--- src/rtl/hours_counter.sv ---
// rtl/hours_counter.sv - hour-of-day counter with day rollover, manual set and BCD display
// Optional 12-hour display build: define TWELVE_HOUR_EN.
module hours_counter #(
   parameter int MAX_HOUR     = 23,
   parameter int REPEAT_DELAY = 3
) (
   input  logic       clk_1Hz,
   input  logic       rst,
   input  logic       min_tick,
   input  logic       set_mode,
   input  logic       set_inc,
   input  logic       set_dec,
   output logic [4:0] hours,
   output logic [1:0] hours_tens,
   output logic [3:0] hours_units,
   output logic       pm,
   output logic       day_tick,
   output logic       set_active
);

   typedef enum logic [1:0] {RUN, SET, SET_RPT} state_t;

   localparam logic [4:0] MAX_H = 5'(MAX_HOUR);
   localparam logic [3:0] RPT   = 4'(REPEAT_DELAY);
`ifdef TWELVE_HOUR_EN
   localparam logic [1:0] RST_TENS  = 2'd1;
   localparam logic [3:0] RST_UNITS = 4'd2;
`else
   localparam logic [1:0] RST_TENS  = 2'd0;
   localparam logic [3:0] RST_UNITS = 4'd0;
`endif

   state_t     state_q, state_d;
   logic [4:0] hours_q, hours_d;
   logic [3:0] hold_q, hold_d;
   logic       inc_q, dec_q;
   logic       day_tick_q, day_tick_d;
   logic [1:0] tens_q, tens_d;
   logic [3:0] units_q, units_d;
   logic       pm_q, pm_d;
   logic       set_active_q;
   logic       inc_rise, dec_rise;
   logic [4:0] disp;
   logic [4:0] tens_sub;

   assign inc_rise = set_inc & ~inc_q;
   assign dec_rise = set_dec & ~dec_q;

   function automatic logic [4:0] inc_wrap(input logic [4:0] h);
      return (h == MAX_H) ? 5'd0 : h + 5'd1;
   endfunction

   // Decrement from 0 jumps straight to MAX_HOUR so the register never underflows.
   function automatic logic [4:0] dec_wrap(input logic [4:0] h);
      return (h == 5'd0) ? MAX_H : h - 5'd1;
   endfunction

   // Next-state, next-hour and hold-counter logic for the RUN/SET/SET_RPT FSM.
   always_comb begin
      state_d    = state_q;
      hours_d    = hours_q;
      hold_d     = hold_q;
      day_tick_d = 1'b0;
      case (state_q)
         RUN: begin
            hold_d = 4'd0;
            if (min_tick) begin
               if (hours_q == MAX_H) begin
                  hours_d    = 5'd0;
                  day_tick_d = 1'b1;
               end else begin
                  hours_d = hours_q + 5'd1;
               end
            end
            if (set_mode) state_d = SET;
         end
         SET: begin
            if (!set_mode) begin
               state_d = RUN;
               hold_d  = 4'd0;
            end else begin
               if (inc_rise && !dec_rise)      hours_d = inc_wrap(hours_q);
               else if (dec_rise && !inc_rise) hours_d = dec_wrap(hours_q);
               if (set_inc && inc_q) begin
                  if (hold_q < RPT) hold_d = hold_q + 4'd1;
                  if (hold_d == RPT) state_d = SET_RPT;
               end else begin
                  hold_d = 4'd0;
               end
            end
         end
         SET_RPT: begin
            if (!set_mode) begin
               state_d = RUN;
               hold_d  = 4'd0;
            end else if (!set_inc || set_dec) begin
               state_d = SET;
               hold_d  = 4'd0;
            end else begin
               hours_d = inc_wrap(hours_q);
            end
         end
         default: state_d = RUN;
      endcase
   end

   // Display digits are derived from the next hour so they update on the same edge as hours.
   always_comb begin
`ifdef TWELVE_HOUR_EN
      if (hours_d == 5'd0)       disp = 5'd12;
      else if (hours_d > 5'd12)  disp = hours_d - 5'd12;
      else                       disp = hours_d;
      pm_d = (hours_d >= 5'd12);
`else
      disp = hours_d;
      pm_d = 1'b0;
`endif
      if (disp >= 5'd20) begin
         tens_d   = 2'd2;
         tens_sub = 5'd20;
      end else if (disp >= 5'd10) begin
         tens_d   = 2'd1;
         tens_sub = 5'd10;
      end else begin
         tens_d   = 2'd0;
         tens_sub = 5'd0;
      end
      units_d = 4'(disp - tens_sub);
   end

   // State, counters, button history and registered outputs.
   always_ff @(posedge clk_1Hz) begin
      if (rst) begin
         state_q      <= RUN;
         hours_q      <= 5'd0;
         hold_q       <= 4'd0;
         inc_q        <= 1'b0;
         dec_q        <= 1'b0;
         day_tick_q   <= 1'b0;
         tens_q       <= RST_TENS;
         units_q      <= RST_UNITS;
         pm_q         <= 1'b0;
         set_active_q <= 1'b0;
      end else begin
         state_q      <= state_d;
         hours_q      <= hours_d;
         hold_q       <= hold_d;
         inc_q        <= set_inc;
         dec_q        <= set_dec;
         day_tick_q   <= day_tick_d;
         tens_q       <= tens_d;
         units_q      <= units_d;
         pm_q         <= pm_d;
         set_active_q <= (state_d != RUN);
      end
   end

   assign hours       = hours_q;
   assign hours_tens  = tens_q;
   assign hours_units = units_q;
   assign pm          = pm_q;
   assign day_tick    = day_tick_q;
   assign set_active  = set_active_q;

endmodule
--- config.mk ---
export PLATFORM = sky130hd
export DESIGN_NAME = hours_counter
export DESIGN_NICKNAME = d
export VERILOG_FILES = /design/src/rtl/hours_counter.sv
export SDC_FILE = /design/constraint.sdc
export NUM_CORES = 1
export LEC_CHECK = 0
export ABC_AREA = 0
export CORE_UTILIZATION = 55
export CTS_CLUSTER_DIAMETER = 30
export CTS_CLUSTER_SIZE = 30
export DETAILED_ROUTE_END_ITERATION = 10
export PLACE_DENSITY = 0.89
export SETUP_SLACK_MARGIN = 0.05
export SLEW_MARGIN = 15
export SYNTH_ARGS = -nofsm -noshare
export SYNTH_HDL_FRONTEND = slang
export SYNTH_SLANG_ARGS = --single-unit
--- constraint.sdc ---
create_clock -name clk_1Hz -period 9.07 [get_ports clk_1Hz]
set_input_delay 1.814 -clock clk_1Hz [delete_from_list [all_inputs] [get_ports clk_1Hz]]
set_output_delay 1.814 -clock clk_1Hz [all_outputs]
set_load 0.02 [all_outputs]
## Yosys cells after proc, flatten, opt, wreduce, memory -nomap -nowiden

Cells that the tools add are included.

- Register bits: 21
- Input bits: 6
- Memories: 0
- Bits in writable memories: 0
- Latch bits: 0
- Logic and storage cells: 72
- Memory bits (read-only): 0

- Shift-type cells: 0
- Equal/unequal tests: 5
- Muxes and demuxes: 30
- Divide/modulo/power cells: 0
- Bitwise operators: 6
- Multipliers: 0
- $lt $le $gt $ge: 3
- Add/sub/neg operators: 4
- Reductions and logical operators: 14

Operators with widths:

| operator | number |
|---|---|
| 4-bit 2-to-1 mux | 10 |
| 5-bit 2-to-1 mux | 8 |
| 5-bit one-hot mux with 3 select lines | 1 |
| 2-bit 2-to-1 mux | 7 |
| 4-bit one-hot mux with 3 select lines | 1 |
| 2-bit one-hot mux with 3 select lines | 1 |
| 5-bit by 1-bit adder with 5-bit output, second input constant | 1 |
| 5-bit equality test, second input constant | 1 |
| 5-bit by 4-bit greater-or-equal comparator with 1-bit output, second input constant | 1 |
| 5-bit greater-or-equal comparator, second input constant | 1 |
| 5-bit zero test | 1 |
| 5-bit by 1-bit subtractor with 5-bit output, second input constant | 1 |
| 4-bit by 1-bit adder with 4-bit output, second input constant | 1 |
| 4-bit by 2-bit equality test with 1-bit output, second input constant | 1 |
| 4-bit by 2-bit less-than comparator with 1-bit output, second input constant | 1 |
| 1-bit inverter | 4 |
| 4-bit subtractor | 1 |
| 1-bit logical AND | 3 |
| 1-bit zero test | 3 |
| 3-bit inequality test, second input constant | 1 |
| 3-bit nonzero test | 1 |
| 3-bit OR reduction | 1 |
| 1-bit AND | 2 |
| 2-bit by 1-bit equality test with 1-bit output, second input constant | 1 |
| 7 further kinds | 8 |

## Longest topological paths before layout

Gate-level depths: netlist of the first run.

- Word-level depth: 12
- Gate-level depth with buffers: 14
- Gate-level depth less buffers: 14

## Least setup slack after synthesis of the first run

OpenSTA, ideal clock, no wires.

- Kind: input to register
- Start point: input port set_dec
- End point: register units_q[3], in the netlist hours_units[3]
- Setup time: 121 ps
- Path slack: 4880 ps
- Arrival: 4069 ps
- Stages: 12
- Buffers on the path: 0
- Cells stage by stage: and2b_2 -> nor4_2 -> o21ai_1 -> o32a_1 -> a22oi_1 -> nand2_1 -> nand2_1 -> ha_1 -> inv_1 -> fa_1 -> nor2b_1 -> mux2_4

- Longest elaborated chain between the ends: 10
- Elaborated cells between the ends (all ways): 16

RTL lines:

| element | RTL line | text |
|---|---|---|
| start: declaration | 12 | `input logic set_dec,` |
| 1-bit AND | 47 | `assign dec_rise = set_dec & ~dec_q;` |
| 1-bit logical AND or 1-bit zero test (tied branches) | 83, 82 |  |
| 5-bit 2-to-1 mux or 1-bit logical AND (tied branches) | 83, 82 |  |
| 5-bit 2-to-1 mux | 82 | `if (inc_rise && !dec_rise) hours_d = inc_wrap(hours_q);` |
| 5-bit 2-to-1 mux | 78 | `if (!set_mode) begin` |
| 5-bit one-hot mux with 3 select lines * | 64 | `case (state_q)` |
| 5-bit by 4-bit greater-or-equal comparator with 1-bit output | 121 | `end else if (disp >= 5'd10) begin` |
| 4-bit 2-to-1 mux | 121 |  |
| 4-bit 2-to-1 mux | 118 | `if (disp >= 5'd20) begin` |
| 4-bit subtractor * | 128 | `units_d = 4'(disp - tens_sub);` |
| end signal: assignment | 152 | `units_q <= units_d;` |
| end: declaration | 39 | `logic [3:0] units_q, units_d;` |

Mark *: on every way between the ends. The rest lies on a longest branch, timed or not.
A chain may end at the register's enable or synchronous reset.

## Worst setup path after layout of the first run

- Start point: input port set_inc
- End point: register units_q[3], in the netlist hours_units[3]

- Longest elaborated chain between the ends: 11
- Elaborated cells between the ends (all ways): 17

RTL lines:

| element | RTL line | text |
|---|---|---|
| start: declaration | 11 | `input logic set_inc,` |
| 1-bit AND | 46 | `assign inc_rise = set_inc & ~inc_q;` |
| 1-bit zero test | 83 | `else if (dec_rise && !inc_rise) hours_d = dec_wrap(hours_q);` |
| 1-bit logical AND | 83 |  |
| 5-bit 2-to-1 mux | 83 |  |
| 5-bit 2-to-1 mux | 82 |  |
| 5-bit 2-to-1 mux | 78 |  |
| 5-bit one-hot mux with 3 select lines * | 64 |  |
| 5-bit by 4-bit greater-or-equal comparator with 1-bit output | 121 |  |
| 4-bit 2-to-1 mux | 121 |  |
| 4-bit 2-to-1 mux | 118 |  |
| 4-bit subtractor * | 128 |  |

Marks and branches as above.

==> results of run 1 <==
==> sequential cells by signal, indices dropped and copies added, names as in the netlist <==
signal,cells
day_tick,1
dec_q,1
inc_q,1
set_active,1
hours_tens,2
hours_units,3
hold_q,4
hours,5
state_q,2
==> through the flow <==
step           cells  util (%)
3_5_place_dp     179      68.4
5_1_grt          183      70.2
2_1_floorplan    143         -
4_1_cts          183      70.2
3_3_place_gp     179      68.4
6_report         183      70.2
==> cell type report <==
class	instances	area (µm²)	share of cell area, %
Clock buffer	4	36.3	2.53
Inverter	7	26.3	1.83
Multi-Input combinational cell	107	756	52.8
Sequential cell	20	400	27.9
Tap cell	27	33.8	2.36
Timing Repair Buffer	18	180	12.6
==> logic make-up (layout without fill, tap and decap cells) <==
group,count (synthesis),in the layout
DFF,20,20
muxes,4,4
and+or+nand+nor,60,60
other,1,1
AOI/OAI and AO/OA,36,36
xor gates and xnor gates,1,1
buffers and inverters,16,29
adders and majority gates,5,5
==> worst max-delay path by stage <==
| stage | start | to | slack (ns) | cells past startpoint |
|---|---|---|---|---|
| 2_1_floorplan | set_dec | hours_units[3] | 4.88 | 12 |
| 3_3_place_gp | set_inc | hours_units[3] | 4.00 | 13 |
| 3_5_place_dp | set_inc | hours_units[3] | 3.91 | 13 |
| 4_1_cts | set_inc | hours_units[3] | 4.22 | 13 |
| 5_1_grt | set_inc | hours_units[3] | 3.93 | 13 |
| 6_report | set_inc | hours_units[3] | 4.20 | 13 |
==> placed cells by master (no fill, tap or decap), types with 3 or more instances in the layout <==
cell type,instances
nand2_1,7
nor2b_1,4
nand2b_1,4
and2_1,5
o21ai_0,3
nand3_1,5
a21oi_1,6
o21ai_1,3
mux2i_1,3
a22oi_1,3
ha_1,4
clkbuf_4,3
clkdlybuf4s50_1,18
dfxtp_1,20
nor2_1,15
o22a_1,3
inv_1,6
==> routing by layer <==
metal / up-vias / wire length (µm)
met5: - / 0
li1: 542 / -
met2: 33 / 1310
met3: 2 / 104
met4: 0 / 8
met1: 508 / 1200
==> power by group through the flow <==
stage	Clock (W)	Sequential [W]	Combinational, W
final	0.0000525	0.0000953	0.0000441
after global routing	0.0000572	0.0000959	0.0000476
after CTS	0.0000528	0.0000953	0.0000439
after detailed placement	0	0.0000973	0.0000434
after global placement	0	0.0000971	0.0000423
after floorplan	0	0.0000991	0.0000284
==> critical path, stage by stage <==
cell,delay (ns)
clkdlybuf4s50_1,0.61
nand2b_1,0.30
nor4_2,0.40
o21ai_1,0.15
o32a_1,0.38
a22oi_1,0.19
nand2_1,0.09
nand2_1,0.11
ha_1,0.14
inv_1,0.06
fa_1,0.39
nor2b_1,0.14
mux2_4,0.28
==> results.toml, run 1 <==
[pwr]
pwr-share-comb_pct = 23.0
switching_power_w = 0.0000565
ir_worst_vdd_mv = 0.125
p_seq_share_pct = 49.7
p_leak_nw = 0.567
clockPowerShare_pct = 27.4
power_w = 0.000192
internal_power_w = 0.000135
powerDensity_mw_per_mm2 = 134
p_sw_share_pct = 29.4

[logic_synthesis]
synthMuxAreaShare_pct = 3.61
synth_simple_gate_area_share_pct = 28.4
syn_nets = 154
yosys-top-cells-count = "dfxtp_1, nor2_1, nand2_1, a21oi_1, inv_1"
syn_area_mm2 = 0.00125
synthTopCellsByArea = "dfxtp_1, nor2_1, ha_1"
synth-compound-area-share_pct = 22.0
yosysTopAreaCellShare_pct = 32.1
synth_top_family_by_area = "simple AND/OR/NAND/NOR gates"
synthAdderAreaFrac_pct = 5.62
synth_top_area_cell = "dfxtp_1"
synthFlopType = "dfxtp_1"
synth_most_common_cell = "dfxtp_1"
synth_edf_count = 0
synth-xor-area-share_pct = 0.702
synthArstFlopShare_pct = 0
synth-seq-cells = 20
seq_area_frac_synth_pct = 32.1
avgSynthCellArea_um2 = 8.72
synthCells = 143
ys_types = 57
yosysWarningCount = 0

[sta]
tns_ns = 0
setup_viol = 0
clock_skew_ns = 0.0129
worstMarginPinSlew_ns = 0.664
min_period_over_period_pct = 53.7
rsz0062_at_grt = "no"
whs_ns = 0.510
fmax_ghz = 0.205
min_period_ns = 4.87
timing.final.ws_setup_ns = 4.20
hold_viol_final = 0
slew_headroom_pct = 55.7
drv_slew = 0

[floorplan]
core_mm2 = 0.00204
fp.dieH_um = 49.6
die_w_um = 49.6
dieArea_mm2 = 0.00246
rows = 16
ioPinCount = 20
initial_core_util_pct = 61.1

[clock_network]
postCtsSetupBuffers = 0
cts_sinks = 20
tritoncts.num_buffers = 3
cts_resized = 0
clkTransAtPathRegs_ns = 0.11
clock_latency_ns = 0.30
cts_htree_levels = 1
cts_hold_buf = 0
clockBufferDepth = 2
cts_tree = "built"
clock-root-buffer = "clkbuf_4"

[critical_path]
cp_data_required_time_ns = 9.26
crit_path_end_kind = "flop"
ff2ff_path_depth = 14
start_kind = "input port"
r2r-start = "hours[1]"
r2r_slack_ns = 5.86
arrival_ns = 5.06
r2r-end = "hours_units[3]"
path_max_fanout = 11
path_class = "in -> reg"

[routing]
wirelength_mm = 2.62
drc = 0
dr.pass1.iters = 4
avgViaCountPerCell = 5.93
via_count = 1085
drt-initial-drc-count = 58
wl_per_cell_um = 14.3
ant_nets = 0

[finish]
design_area_mm2 = 0.00143
design.final.nets = 168
fillCellCount = 168
num_antenna_cells = 0
final_layout_size_suffix_gt1_share_pct = 10.3
area_growth_pct = 14.8

[placement]
preCtsSetupSlack_ns = 3.91
dpl_cell_area_mm2 = 0.00140
hpwl_mm = 1.94
gp_congestion = 0.942
numPortBuffers = 18

[global_routing]
grt_use_met1_pct = 30.5
met2_usage_pct = 37.8
top_usage_layer = "met2"
grt_start_max_net_pins = 17
grt-ovfl-total = 0
antenna_found_initial = 0
grt_pass1_vias = 985
grt_pass1_wl_mm = 4.37
grtUsageMet3_pct = 3.70
groute.usage.overall_pct = 22.8

[min_path]
min_from = "hold_q[2]"
hold_depth = 1
worstHoldEndpoint = "hold_q[2]"
hp-class = "reg -> reg"

[outcome]
status = "complete, no violations"

[run]
cap_viol_max_count = 0
(Power assumes the default switching activity.)
==> run 2, diff against run 1 <==
Settings changed: CORE_UTILIZATION 55 to 52, PLACE_DENSITY 0.89 to 0.85.
Clock period 9.07 ns to 4.55 ns, I/O delays scaled along.
==> run 2 against run 1 <==
Net effect: non-clock buffer count rose by 1; die area increased by 5.5%; utilization fell by 4.9 points; via count grew 1.6%; flip-flop and latch count stayed put; count of clock-buffer cells in the layout shrank 1; design area grew 1.7%; combinational power is 100% higher; first-iteration DRC count shrank 19%; cell count increased by 1.1%.
==> results.toml, run 2 (synthesized netlist as in run 1, its figures left out) <==
[sta]
worstMarginPinSlew_ns = 0.595
setup_viol = 0
slew_headroom_pct = 59.8
min_period_over_period_pct = 85.1
min_period_ns = 3.87
hold_viol_final = 0
drv_slew = 0
rsz0062_at_grt = "no"
fmax_ghz = 0.258
clock_skew_ns = 0.00769
timing.final.ws_setup_ns = 0.680
tns_ns = 0

[finish]
final_common_cell = "dfxtp_1"
final_cell_mix = "dfxtp_1, clkdlybuf4s50_1, nor2_1"
largest_reg_flops = 5
design.final.nets = 169
num_antenna_cells = 0
design_area_mm2 = 0.00146
final_layout_size_suffix_gt1_share_pct = 10.8
area_growth_pct = 16.9

[run]
cap_viol_max_count = 0

[placement]
numPortBuffers = 18
hpwl_mm = 2.04
preCtsSetupSlack_ns = 0.396
dpl_cell_area_mm2 = 0.00141
gp_congestion = 0.912

[routing]
ant_nets = 0
via_count = 1102
drc = 0
wl_per_cell_um = 15.3
drt-initial-drc-count = 47
avgViaCountPerCell = 5.96
wirelength_mm = 2.83
dr.pass1.iters = 4

[pwr]
powerDensity_mw_per_mm2 = 294
ir_worst_vdd_mv = 0.242
clockPowerShare_pct = 34.8
internal_power_w = 0.000311
p_leak_nw = 0.578
pwr-share-comb_pct = 20.7
switching_power_w = 0.000118
p_sw_share_pct = 27.5
p_seq_share_pct = 44.5

[critical_path]
cp_data_required_time_ns = 4.76
path_common_cell = "nand2_1"
start_kind = "input port"
arrival_ns = 4.08
cp_cell_sequence = "clkdlybuf4s50_1 > nand2b_1 > nor4_2 > o21ai_1 > o32a_1 > a22oi_1 > nand2_1 > nand2_1 > ha_1 > inv_1 > fa_1 > nor2b_1 > mux2_4"
crit_family = "simple AND/OR/NAND/NOR gates"
cpPeakStageDelay_ns = 0.60
ff2ff_path_depth = 14
cp_num_cells = 13
crit_path_end_kind = "flop"
slowest_stage = "clkdlybuf4s50_1"
path_class = "in -> reg"
cp_num_buf_inv = 2
path_max_fanout = 11

[clock_network]
cts_resized = 0
tritoncts.num_buffers = 3
cts_sinks = 20
clock-root-buffer = "clkbuf_4"
cts_htree_levels = 1
clockBufferDepth = 2
clkTransAtPathRegs_ns = 0.13
postCtsSetupBuffers = 0
cts_hold_buf = 0
clock_latency_ns = 0.31
cts_tree = "built"

[floorplan]
initial_core_util_pct = 55.9
fp.dieH_um = 51.0
dieArea_mm2 = 0.00260
rows = 17
ioPinCount = 20
die_w_um = 51.0
core_mm2 = 0.00223

[global_routing]
grt_pass1_vias = 1054
grt_start_max_net_pins = 17
grt-ovfl-total = 0
grt_pass1_wl_mm = 4.55
antenna_found_initial = 0
groute.usage.overall_pct = 23.4

[min_path]
hold_depth = 1
hp-class = "reg -> reg"

[outcome]
status = "complete, no violations"
run 2: final cells by class:
| cell class | count | area [µm²] |
|---|---|---|
| flip-flops and latches | 20 | 400 |
| fillers | 192 | 776 |
| well taps | 28 | 35.0 |
| repair buffers | 19 | 188 |
| multi-input cells | 107 | 756 |
| clock inverters | 1 | 30.0 |
| inverters | 7 | 26.3 |
| clock buffers | 3 | 22.5 |
run 2: power by group through the flow:
stage          combinational (W)  sequential, W  clock [W]
2_1_floorplan          0.0000566       0.000198          0
5_1_grt                0.0000967       0.000192   0.000158
3_3_place_gp           0.0000862       0.000194          0
4_1_cts                0.0000884       0.000191   0.000150
3_5_place_dp           0.0000878       0.000195          0
6_report               0.0000889       0.000191   0.000149
run 2: final timing paths:
path                          to  slack (ns)       from
setup / recovery  hours_units[3]        0.68    set_inc
hold / removal         hold_q[2]        0.50  hold_q[2]
setup reg to reg  hours_units[3]        1.30   hours[1]
hold reg to reg        hold_q[2]        0.50  hold_q[2]
run 2: through the flow:
stage	cells	util, %	total power [W]	hold slack [ns]
5_1_grt	185	65.3	0.000446	0.516
4_1_cts	185	65.3	0.000430	0.504
3_5_place_dp	181	62.9	0.000282	0.479
2_1_floorplan	143	-	0.000254	0.445
6_report	185	65.3	0.000429	0.502
3_3_place_gp	181	62.9	0.000280	0.469
run 2: metal layers:
metal	wire [µm]	up-vias	global-route usage, %	share of wire, %
met4	47	0	6.94	1.7
met2	1350	45	39.3	48
li1	-	543	-	-
met1	1240	508	30.2	44
met3	199	6	4.17	7.0
met5	0	-	0	0
==> run 3, diff against run 2 <==
Settings changed: CORE_ASPECT_RATIO from default to 0.7, GPL_TIMING_DRIVEN from default to 1, SLEW_MARGIN 15 to default.
==> run 3 against run 2 <==
Net effect: clock power down 3%; count of clock-buffer cells in the layout unchanged; critical path type unchanged; sequential power about the same; utilization up 1.0 points; power down 0.92%; non-clock buffer count unchanged; cell count up 2.2%; register-to-register slack better by 0.03 ns; routed wire length down 0.42%; largest power group unchanged.
==> results.toml, run 3 (synthesized netlist as in run 1, its figures left out) <==
[sta]
min_period_ns = 3.89
clock_skew_ns = 0.00237
drv_slew = 0
setup_viol = 0
fmax_ghz = 0.257
slew_headroom_pct = 61.7
rsz0062_at_grt = "no"
min_period_over_period_pct = 85.5
worstMarginPinSlew_ns = 0.572
tns_ns = 0
hold_viol_final = 0

[routing]
avgViaCountPerCell = 5.86
drc = 0
ant_nets = 0
drt-initial-drc-count = 59
via_count = 1107
wl_per_cell_um = 14.9
wirelength_mm = 2.82
dr.pass1.iters = 4

[critical_path]
start_kind = "input port"
crit_path_end_kind = "flop"
r2r-end = "hours_units[3]"
r2r_slack_ns = 1.33
cp_data_required_time_ns = 4.75
ff2ff_path_depth = 14
r2r-start = "hours[1]"
arrival_ns = 4.09
path_class = "in -> reg"
path_max_fanout = 11
startpoint = "set_inc"

[pwr]
ir_worst_vdd_mv = 0.218
p_leak_nw = 0.578
powerDensity_mw_per_mm2 = 290
power_w = 0.000425

[min_path]
hp-class = "reg -> reg"
hold_depth = 1
worstHoldEndpoint = "hold_q[2]"
min_from = "hold_q[2]"

[finish]
final_cell_mix = "dfxtp_1, clkdlybuf4s50_1, nor2_1"
num_antenna_cells = 0
design.final.nets = 169
instances_no_fill = 189
largest_reg_flops = 5
fillCellCount = 213
design_area_mm2 = 0.00146
final_layout_size_suffix_gt1_share_pct = 10.8
final_common_cell = "dfxtp_1"
area_growth_pct = 17.3

[floorplan]
initial_core_util_pct = 56.5
fp.dieH_um = 43.0
ioPinCount = 20
rows = 14
die_w_um = 60.5
core_mm2 = 0.00221
dieArea_mm2 = 0.00260

[placement]
dpl_cell_area_mm2 = 0.00141
post-place-cells = 185
gp_congestion = 0.931
hpwl_mm = 2.00
numPortBuffers = 18

[global_routing]
grt-ovfl-total = 0
antenna_found_initial = 0
grt_start_max_net_pins = 17
grt_pass1_vias = 1074
grt_pass1_wl_mm = 4.55
groute.usage.overall_pct = 23.4

[clock_network]
cts_resized = 0
clkTransAtPathRegs_ns = 0.11
clock_latency_ns = 0.30
cts_tree = "built"
cts_sinks = 20
cts_htree_levels = 1
cts_hold_buf = 0
clockBufferDepth = 2
postCtsSetupBuffers = 0
tritoncts.num_buffers = 3
clock-root-buffer = "clkbuf_4"

[run]
cap_viol_max_count = 0

[outcome]
status = "complete, no violations"
==> run 3: area by class of cell <==
cell class                 instances  area [µm²]  area share, %
inverter                           7        26.3           1.80
clock inverter                     1        30.0           2.05
clock buffer                       3        22.5           1.54
tap                               32        40.0           2.74
multi-input combinational        107         756           51.7
timing repair buffer              19         188           12.8
sequential                        20         400           27.4
==> run 3: layer usage <==
metal | track usage (%) | share of wire, % | vias to the layer above
li1 | - | - | 539
met3 | 7.62 | 6.7 | 2
met5 | 0 | 0 | -
met4 | 4.09 | 0.46 | 0
met2 | 38.9 | 47 | 45
met1 | 29.5 | 46 | 521
==> run 3: worst max-delay path, stage by stage <==
cell and delay, ns:
clkdlybuf4s50_1 0.59, nand2b_1 0.32, nor4_2 0.37, o21ai_1 0.14, o32a_1 0.37, a22oi_1 0.19, nand2_1 0.09, nand2_1 0.07
ha_1 0.13, inv_1 0.06, fa_1 0.41, nor2b_1 0.15, mux2_4 0.29
==> run 3: worst max path at each step <==
stage | end | cells after the start | slack, ns
3_3_place_gp | hours_units[3] | 13 | 0.52
2_1_floorplan | hours_units[3] | 12 | 1.26
4_1_cts | hours_units[3] | 13 | 0.67
6_report | hours_units[3] | 13 | 0.66
3_5_place_dp | hours_units[3] | 13 | 0.37
5_1_grt | hours_units[3] | 13 | 0.45
==> run 3: per-stage QoR <==
| stage | worst slack, ns | util, % | hold slack [ns] |
|---|---|---|---|
| final | 0.662 | 66.3 | 0.510 |
| after global routing | 0.448 | 66.3 | 0.520 |
| after CTS | 0.673 | 66.3 | 0.507 |
| after detailed placement | 0.369 | 63.9 | 0.483 |
| after global placement | 0.524 | 63.9 | 0.466 |
| after floorplan | 1.26 | - | 0.445 |
==> run 3: report_power, final <==
group	total, W	switching, W	internal [W]
logic	0.0000893	0.0000497	0.0000396
registers	0.000190	0.00000824	0.000182
clock network	0.000145	0.0000561	0.0000890
